[config.mk]
export PLATFORM = sky130hd
export DESIGN_NAME = fetch_ctrl_flat
export DESIGN_NICKNAME = d
export VERILOG_FILES = /design/src/rtl/fetch_ctrl_if.sv /design/src/rtl/fetch_ctrl.sv /design/src/flat_wrapper.sv
export SDC_FILE = /design/constraint.sdc
export NUM_CORES = 1
export LEC_CHECK = 0
export ABC_AREA = 1
export CORE_MARGIN = 8
export CORE_UTILIZATION = 47
export CTS_CLUSTER_DIAMETER = 50
export CTS_CLUSTER_SIZE = 30
export DETAILED_ROUTE_END_ITERATION = 8
export GPL_ROUTABILITY_DRIVEN = 1
export PLACE_DENSITY = 0.79
export SYNTH_ARGS = -nofsm -noshare
export SYNTH_HDL_FRONTEND = slang
export SYNTH_SLANG_ARGS = --single-unit
[constraint.sdc]
create_clock -name I_CLOCK -period 3.5 [get_ports I_CLOCK]
set_input_delay 0.7 -clock I_CLOCK [delete_from_list [all_inputs] [get_ports I_CLOCK]]
set_output_delay 0.7 -clock I_CLOCK [all_outputs]
set_load 0.05 [all_outputs]
[src/rtl/fetch_ctrl_if.sv]
// Stall, redirect and fetch-status signals exchanged between fetch_ctrl and
// the surrounding pipeline stages.
interface fetch_ctrl_if #(
    parameter int PC_WIDTH = 16
);
    logic                I_BranchStallSignal;
    logic                I_DepStallSignal;
    logic                I_GPUStallSignal;
    logic                I_BranchAddrSelect;
    logic [PC_WIDTH-1:0] I_BranchPC;
    logic                O_LOCK;
    logic [PC_WIDTH-1:0] O_PC;
    logic                O_Hold;
    logic                O_InjectNOP;
    logic                O_FE_Valid;
    logic [2:0]          O_State;

    // Controller side: consumes stall/redirect requests, produces fetch status.
    modport master (
        input  I_BranchStallSignal, I_DepStallSignal, I_GPUStallSignal,
        input  I_BranchAddrSelect, I_BranchPC,
        output O_LOCK, O_PC, O_Hold, O_InjectNOP, O_FE_Valid, O_State
    );

    modport slave (
        output I_BranchStallSignal, I_DepStallSignal, I_GPUStallSignal,
        output I_BranchAddrSelect, I_BranchPC,
        input  O_LOCK, O_PC, O_Hold, O_InjectNOP, O_FE_Valid, O_State
    );
endinterface

[src/rtl/fetch_ctrl.sv]
// Fetch-stage sequencer: owns the fetch PC and picks advance / hold / redirect /
// NOP-bubble each falling edge from the decode, memory and GPU stall sources.
module fetch_ctrl #(
    parameter int PC_WIDTH = 16,
    parameter int BUBBLES  = 2
) (
    input  logic         I_CLOCK,
    input  logic         I_LOCK,
    fetch_ctrl_if.master bus
);
    typedef enum logic [2:0] {
        IDLE    = 3'd0,
        RUN     = 3'd1,
        HOLD    = 3'd2,
        BR_WAIT = 3'd3,
        BUBBLE  = 3'd4
    } state_t;

    localparam logic [2:0] BUB_LIMIT = 3'(BUBBLES);

    state_t              state_q, state_d;
    logic [PC_WIDTH-1:0] pc_q, pc_d;
    logic                hold_q, hold_d;
    logic                nop_q, nop_d;
    logic                valid_q, valid_d;
    logic [2:0]          cnt_q, cnt_d;
    logic                lock_q;

    function automatic logic [2:0] sat_inc(input logic [2:0] c);
        if (c >= BUB_LIMIT) return BUB_LIMIT;
        return c + 3'd1;
    endfunction

    // Pipeline latches update on the falling edge, so this block does too.
    always_ff @(negedge I_CLOCK) begin
        lock_q <= I_LOCK;
        if (!I_LOCK) begin
            state_q <= IDLE;
            pc_q    <= '0;
            hold_q  <= 1'b0;
            nop_q   <= 1'b0;
            valid_q <= 1'b0;
            cnt_q   <= 3'd0;
        end else begin
            state_q <= state_d;
            pc_q    <= pc_d;
            hold_q  <= hold_d;
            nop_q   <= nop_d;
            valid_q <= valid_d;
            cnt_q   <= cnt_d;
        end
    end

    always_comb begin
        state_d = state_q;
        pc_d    = pc_q;
        hold_d  = hold_q;
        nop_d   = nop_q;
        valid_d = valid_q;
        cnt_d   = cnt_q;
        case (state_q)
            IDLE: begin
                // First fetch comes from address 0, so the PC is not bumped here.
                state_d = RUN;
                hold_d  = 1'b0;
                nop_d   = 1'b0;
                valid_d = 1'b1;
                cnt_d   = 3'd0;
            end
            RUN, HOLD, BR_WAIT, BUBBLE: begin
                if (bus.I_BranchAddrSelect) begin
                    state_d = RUN;
                    pc_d    = bus.I_BranchPC;
                    hold_d  = 1'b0;
                    nop_d   = 1'b0;
                    valid_d = 1'b1;
                    cnt_d   = 3'd0;
                end else if (bus.I_GPUStallSignal || bus.I_DepStallSignal) begin
                    // A bubble in progress just freezes; everything else parks in HOLD.
                    if (state_q != BUBBLE) begin
                        state_d = HOLD;
                        hold_d  = 1'b1;
                        nop_d   = 1'b0;
                        valid_d = 1'b1;
                    end
                end else if (bus.I_BranchStallSignal) begin
                    state_d = BR_WAIT;
                    hold_d  = 1'b0;
                    nop_d   = 1'b1;
                    valid_d = 1'b0;
                    cnt_d   = 3'd0;
                end else if (state_q == BR_WAIT && BUB_LIMIT != 3'd0) begin
                    state_d = BUBBLE;
                    hold_d  = 1'b0;
                    nop_d   = 1'b1;
                    valid_d = 1'b0;
                    cnt_d   = 3'd0;
                end else if (state_q == BUBBLE && sat_inc(cnt_q) != BUB_LIMIT) begin
                    cnt_d   = sat_inc(cnt_q);
                    hold_d  = 1'b0;
                    nop_d   = 1'b1;
                    valid_d = 1'b0;
                end else begin
                    if (state_q == BUBBLE) cnt_d = sat_inc(cnt_q);
                    state_d = RUN;
                    pc_d    = pc_q + PC_WIDTH'(4);
                    hold_d  = 1'b0;
                    nop_d   = 1'b0;
                    valid_d = 1'b1;
                end
            end
            default: begin
                state_d = IDLE;
                hold_d  = 1'b0;
                nop_d   = 1'b0;
                valid_d = 1'b0;
                cnt_d   = 3'd0;
            end
        endcase
    end

    assign bus.O_LOCK      = lock_q;
    assign bus.O_PC        = pc_q;
    assign bus.O_Hold      = hold_q;
    assign bus.O_InjectNOP = nop_q;
    assign bus.O_FE_Valid  = valid_q;
    assign bus.O_State     = state_q;
endmodule

[src/flat_wrapper.sv]
// flat-port wrapper written by rule: the top's interface ports become plain ports
module fetch_ctrl_flat 
#(
    parameter int PC_WIDTH = 16,
    parameter int BUBBLES  = 2
)
  (I_CLOCK, I_LOCK, bus_I_BranchStallSignal, bus_I_DepStallSignal, bus_I_GPUStallSignal, bus_I_BranchAddrSelect, bus_I_BranchPC, bus_O_LOCK, bus_O_PC, bus_O_Hold, bus_O_InjectNOP, bus_O_FE_Valid, bus_O_State);
  fetch_ctrl_if #(.PC_WIDTH(PC_WIDTH)) bus_i ();
  input  logic I_CLOCK;
  input  logic I_LOCK;
  input wire logic [$bits(bus_i.I_BranchStallSignal)-1:0] bus_I_BranchStallSignal;
  input wire logic [$bits(bus_i.I_DepStallSignal)-1:0] bus_I_DepStallSignal;
  input wire logic [$bits(bus_i.I_GPUStallSignal)-1:0] bus_I_GPUStallSignal;
  input wire logic [$bits(bus_i.I_BranchAddrSelect)-1:0] bus_I_BranchAddrSelect;
  input wire logic [$bits(bus_i.I_BranchPC)-1:0] bus_I_BranchPC;
  output wire logic [$bits(bus_i.O_LOCK)-1:0] bus_O_LOCK;
  output wire logic [$bits(bus_i.O_PC)-1:0] bus_O_PC;
  output wire logic [$bits(bus_i.O_Hold)-1:0] bus_O_Hold;
  output wire logic [$bits(bus_i.O_InjectNOP)-1:0] bus_O_InjectNOP;
  output wire logic [$bits(bus_i.O_FE_Valid)-1:0] bus_O_FE_Valid;
  output wire logic [$bits(bus_i.O_State)-1:0] bus_O_State;
  assign bus_i.I_BranchStallSignal = bus_I_BranchStallSignal;
  assign bus_i.I_DepStallSignal = bus_I_DepStallSignal;
  assign bus_i.I_GPUStallSignal = bus_I_GPUStallSignal;
  assign bus_i.I_BranchAddrSelect = bus_I_BranchAddrSelect;
  assign bus_i.I_BranchPC = bus_I_BranchPC;
  assign bus_O_LOCK = bus_i.O_LOCK;
  assign bus_O_PC = bus_i.O_PC;
  assign bus_O_Hold = bus_i.O_Hold;
  assign bus_O_InjectNOP = bus_i.O_InjectNOP;
  assign bus_O_FE_Valid = bus_i.O_FE_Valid;
  assign bus_O_State = bus_i.O_State;
  fetch_ctrl #(.PC_WIDTH(PC_WIDTH), .BUBBLES(BUBBLES)) u_core (.I_CLOCK(I_CLOCK), .I_LOCK(I_LOCK), .bus(bus_i));
endmodule
==> impl_metrics.csv <==
group,metric,value,unit
setup_path,crit_fanout,4,
timing,clock_skew,14.9,ps
synth,syn_avg_cell_area,6.47,sq um
pwr,power_frac_comb,0.314,
global_route,grt-ovfl-total,0,
synth,synth.area.top_cells,"dfxtp_1 33%, nand2_1 15%, nor2_1 7.3%",
floorplan,io_pins,45,
pwr,leakage,1.20,nW
place,globalplace.congestion,0.835,
pwr,swShare,0.388,
layout,final_nets,355,
setup_path,slowest_stage,"dfxtp_1",
timing,hold_viol,0,
timing,rsz0062_at_grt,"false",
global_route,gr-usage-all-layers,0.177,
synth,async_flop_share,0,
global_route,met2_usage,0.336,
pwr,max-vdd-ir-drop,0.194,mV
timing,setup_violations,0,
drt,via_per_inst,5.03,
status,status,"finished, final reports clean",
synth,synth_seq_cells,26,
pwr,power.internal,0.000527,W
setup_path,rr_worst_depth,9,
global_route,grt_max_degree,15,
setup_path,timing.critical_path.slowest_cell_delay,430,ps
drt,drc,0,
synth,ys_seq_area_frac,0.327,
timing,drv_slew,0,
setup_path,start_kind,"flop",
global_route,grt_pass1_vias,1955,
cts,worstSkewPairLatency,400,ps
setup_path,critPathBufInv,1,
synth,synth_top_area_cell,"dfxtp_1",
synth,synth_edf_count,0,
synth,yosysUniqueCellTypes,33,
cts,clk_pin_slew,40,ps
layout,area_delta_synth_final,62.4,%
place,dp_worst_setup_slack,-424,ps
drt,vias,1885,
pwr,p_clk_frac,0.283,
synth,synth-main-ff-cell,"dfxtp_1",
synth,synthTopCellsByCount,"65 x nand2_1, 31 x nor2_1, 26 x dfxtp_1",
place,dp_cells,345,
cts,cts_made_buffers,3,
setup_path,worst-path-stages,1,
cts,cts_max_path_buffers,2,
cts,cts_sinks,26,
min_path,holdPathStages,2,
floorplan,start_util,0.485,
timing,setup_ws,64.8,ps
drt,dr.pass1.iters,4,
floorplan,core_area,0.00328,sq mm
timing,setup_tns,0,ps
setup_path,crit_path_end_kind,"output port",
layout,finalNonFillerCells,375,
setup_path,crit_chain,"buf_12",
cts,cts-htree-levels,1,
pwr,power.density,333,mW/mm^2
synth,postSynthCellCount,246,
setup_path,worstSetupPathType,"reg -> out",
job,cap_violations,0,
cts,cts_hold_buf,0,
floorplan,die_h,74.2,um
pwr,power,0.000860,W
setup_path,cp.arrival,2740,ps
global_route,antenna_found_initial,0,
timing,worstMarginPinSlew,370,ps
setup_path,cp.required,2800,ps
cts,cts_tree,"done",
synth,synth_top_area_share,0.327,
drt,drtIter0Drc,146,
floorplan,die_area,0.00551,sq mm
place,io_buffer_count,44,
pwr,power_frac_seq,0.403,
floorplan,rows,21,
synth,synth_nets,270,
synth,yosysMostFrequentCell,"nand2_1",
floorplan,die_x,74.2,um
drt,wl_per_cell,12.9,um
synth,yosysWarnings,0,
layout,fillers,226,
layout,drive_gt1_frac,0.261,
layout,fin_util,0.787,
global_route,grt.met3_usage,0.0539,
drt,finalWirelength,4.84,mm
global_route,use_met1,0.156,
place,place_hpwl,3.55,mm
timing,max_slew_margin,0.752,
setup_path,cp_top_family,"flip-flops",
layout,antenna-diode-count,0,
cts,cts_root_buf,"clkbuf_4",
min_path,hold_class,"reg -> reg",
drt,antenna_left,0,
pwr,switchingPower,0.000334,W
synth,mappedNetlistArea,0.00159,sq mm
global_route,grt_pass1_wl,7.82,mm
global_route,top_usage_layer,"met2",
[power groups by stage]
stage               clock (W)  sequential (W)  combinational (W)
finish               0.000244        0.000347           0.000270
global route         0.000285        0.000349           0.000287
floorplan           0.0000472        0.000396          0.0000798
detailed placement  0.0000472        0.000349           0.000260
CTS                  0.000254        0.000344           0.000266
global placement    0.0000472        0.000349           0.000255
[cell type report]
cell class	instances	area (sq um)	area share
Clock inverter	26	97.6	0.0377
Inverter	26	97.6	0.0377
Multi-Input combinational cell	187	960	0.371
Sequential cell	26	538	0.208
Clock buffer	3	22.5	0.00871
Timing Repair Buffer	61	813	0.314
Tap cell	46	57.6	0.0223
[flip-flops by register name (all words and copies together) (netlist names)]
name / flops
u_core.bus.O_State: 3
u_core.bus.O_LOCK: 1
u_core.bus.O_InjectNOP: 1
u_core.bus.O_FE_Valid: 1
u_core.bus.O_Hold: 1
u_core.bus.O_PC: 16
u_core.cnt_q: 3
[placed cells by master (no fill, tap or decap)]
cell	count
nand2_1	64
inv_1	48
nor2_1	31
buf_12	23
o21ai_0	19
clkdlybuf4s50_1	18
nand3_1	17
buf_4	15
dfxtp_2	14
dfxtp_1	12
a21oi_1	11
nand3_2	6
nand2_2	5
inv_2	4
or2_2	4
nand4_1	4
o21ai_1	3
a21oi_2	3
clkbuf_4	3
dlymetal6s2s_1	3
nor2_2	2
nand3_4	2
nor3_1	2
xor2_1	2
ha_1	2
buf_6	2
a31oi_1	1
nor3b_1	1
o22ai_2	1
o211ai_1	1
nor4_1	1
nor3_2	1
nor2_4	1
xnor2_1	1
a21o_1	1
o21bai_1	1
[path summary, 6_finish.rpt]
kind                                    start                          endpoint  slack [ps]
max          u_core.bus.O_PC[15]$_SDFFE_NN0P_                      bus_O_PC[15]          60
min              u_core.cnt_q[2]$_SDFFE_NP0P_      u_core.cnt_q[2]$_SDFFE_NP0P_         470
max reg2reg   u_core.bus.O_PC[3]$_SDFFE_NN0P_  u_core.bus.O_PC[12]$_SDFFE_NN0P_        1770
min reg2reg      u_core.cnt_q[2]$_SDFFE_NP0P_      u_core.cnt_q[2]$_SDFFE_NP0P_         470
[timing repair]
action                     4_1_cts  5_1_grt
setup endpoints to repair        5       28
setup buffers                    2        0
gates cloned                     0        0
pin swaps                        0        8
resized for setup                2       25
[per-stage QoR]
step | area, sq um | hold WS (ps)
floorplan | 1590 | 445
global placement | 2390 | 459
detailed placement | 2390 | 463
CTS | 2530 | 469
global route | 2590 | 494
finish | 2590 | 470
[logic make-up (layout without fill, tap and decap cells)]
| group | count (synthesis) | in the layout | share of synthesized area |
|---|---|---|---|
| and+or+nand+nor | 141 | 141 | 0.413 |
| AOI/OAI and AO/OA | 41 | 41 | 0.137 |
| buffers and inverters | 33 | 116 | 0.0903 |
| DFF | 26 | 26 | 0.327 |
| xor gates and xnor gates | 3 | 3 | 0.0165 |
| adders and majority gates | 2 | 2 | 0.0157 |
[routing by layer]
metal / wire length [um] / vias to the layer above / part of all wire
li1: - / 962 / -
met1: 1820 / 851 / 0.38
met2: 2610 / 60 / 0.54
met3: 297 / 12 / 0.061
met4: 110 / 0 / 0.023
met5: 0 / - / 0
Note: power is estimated with default switching activity, not from simulation.
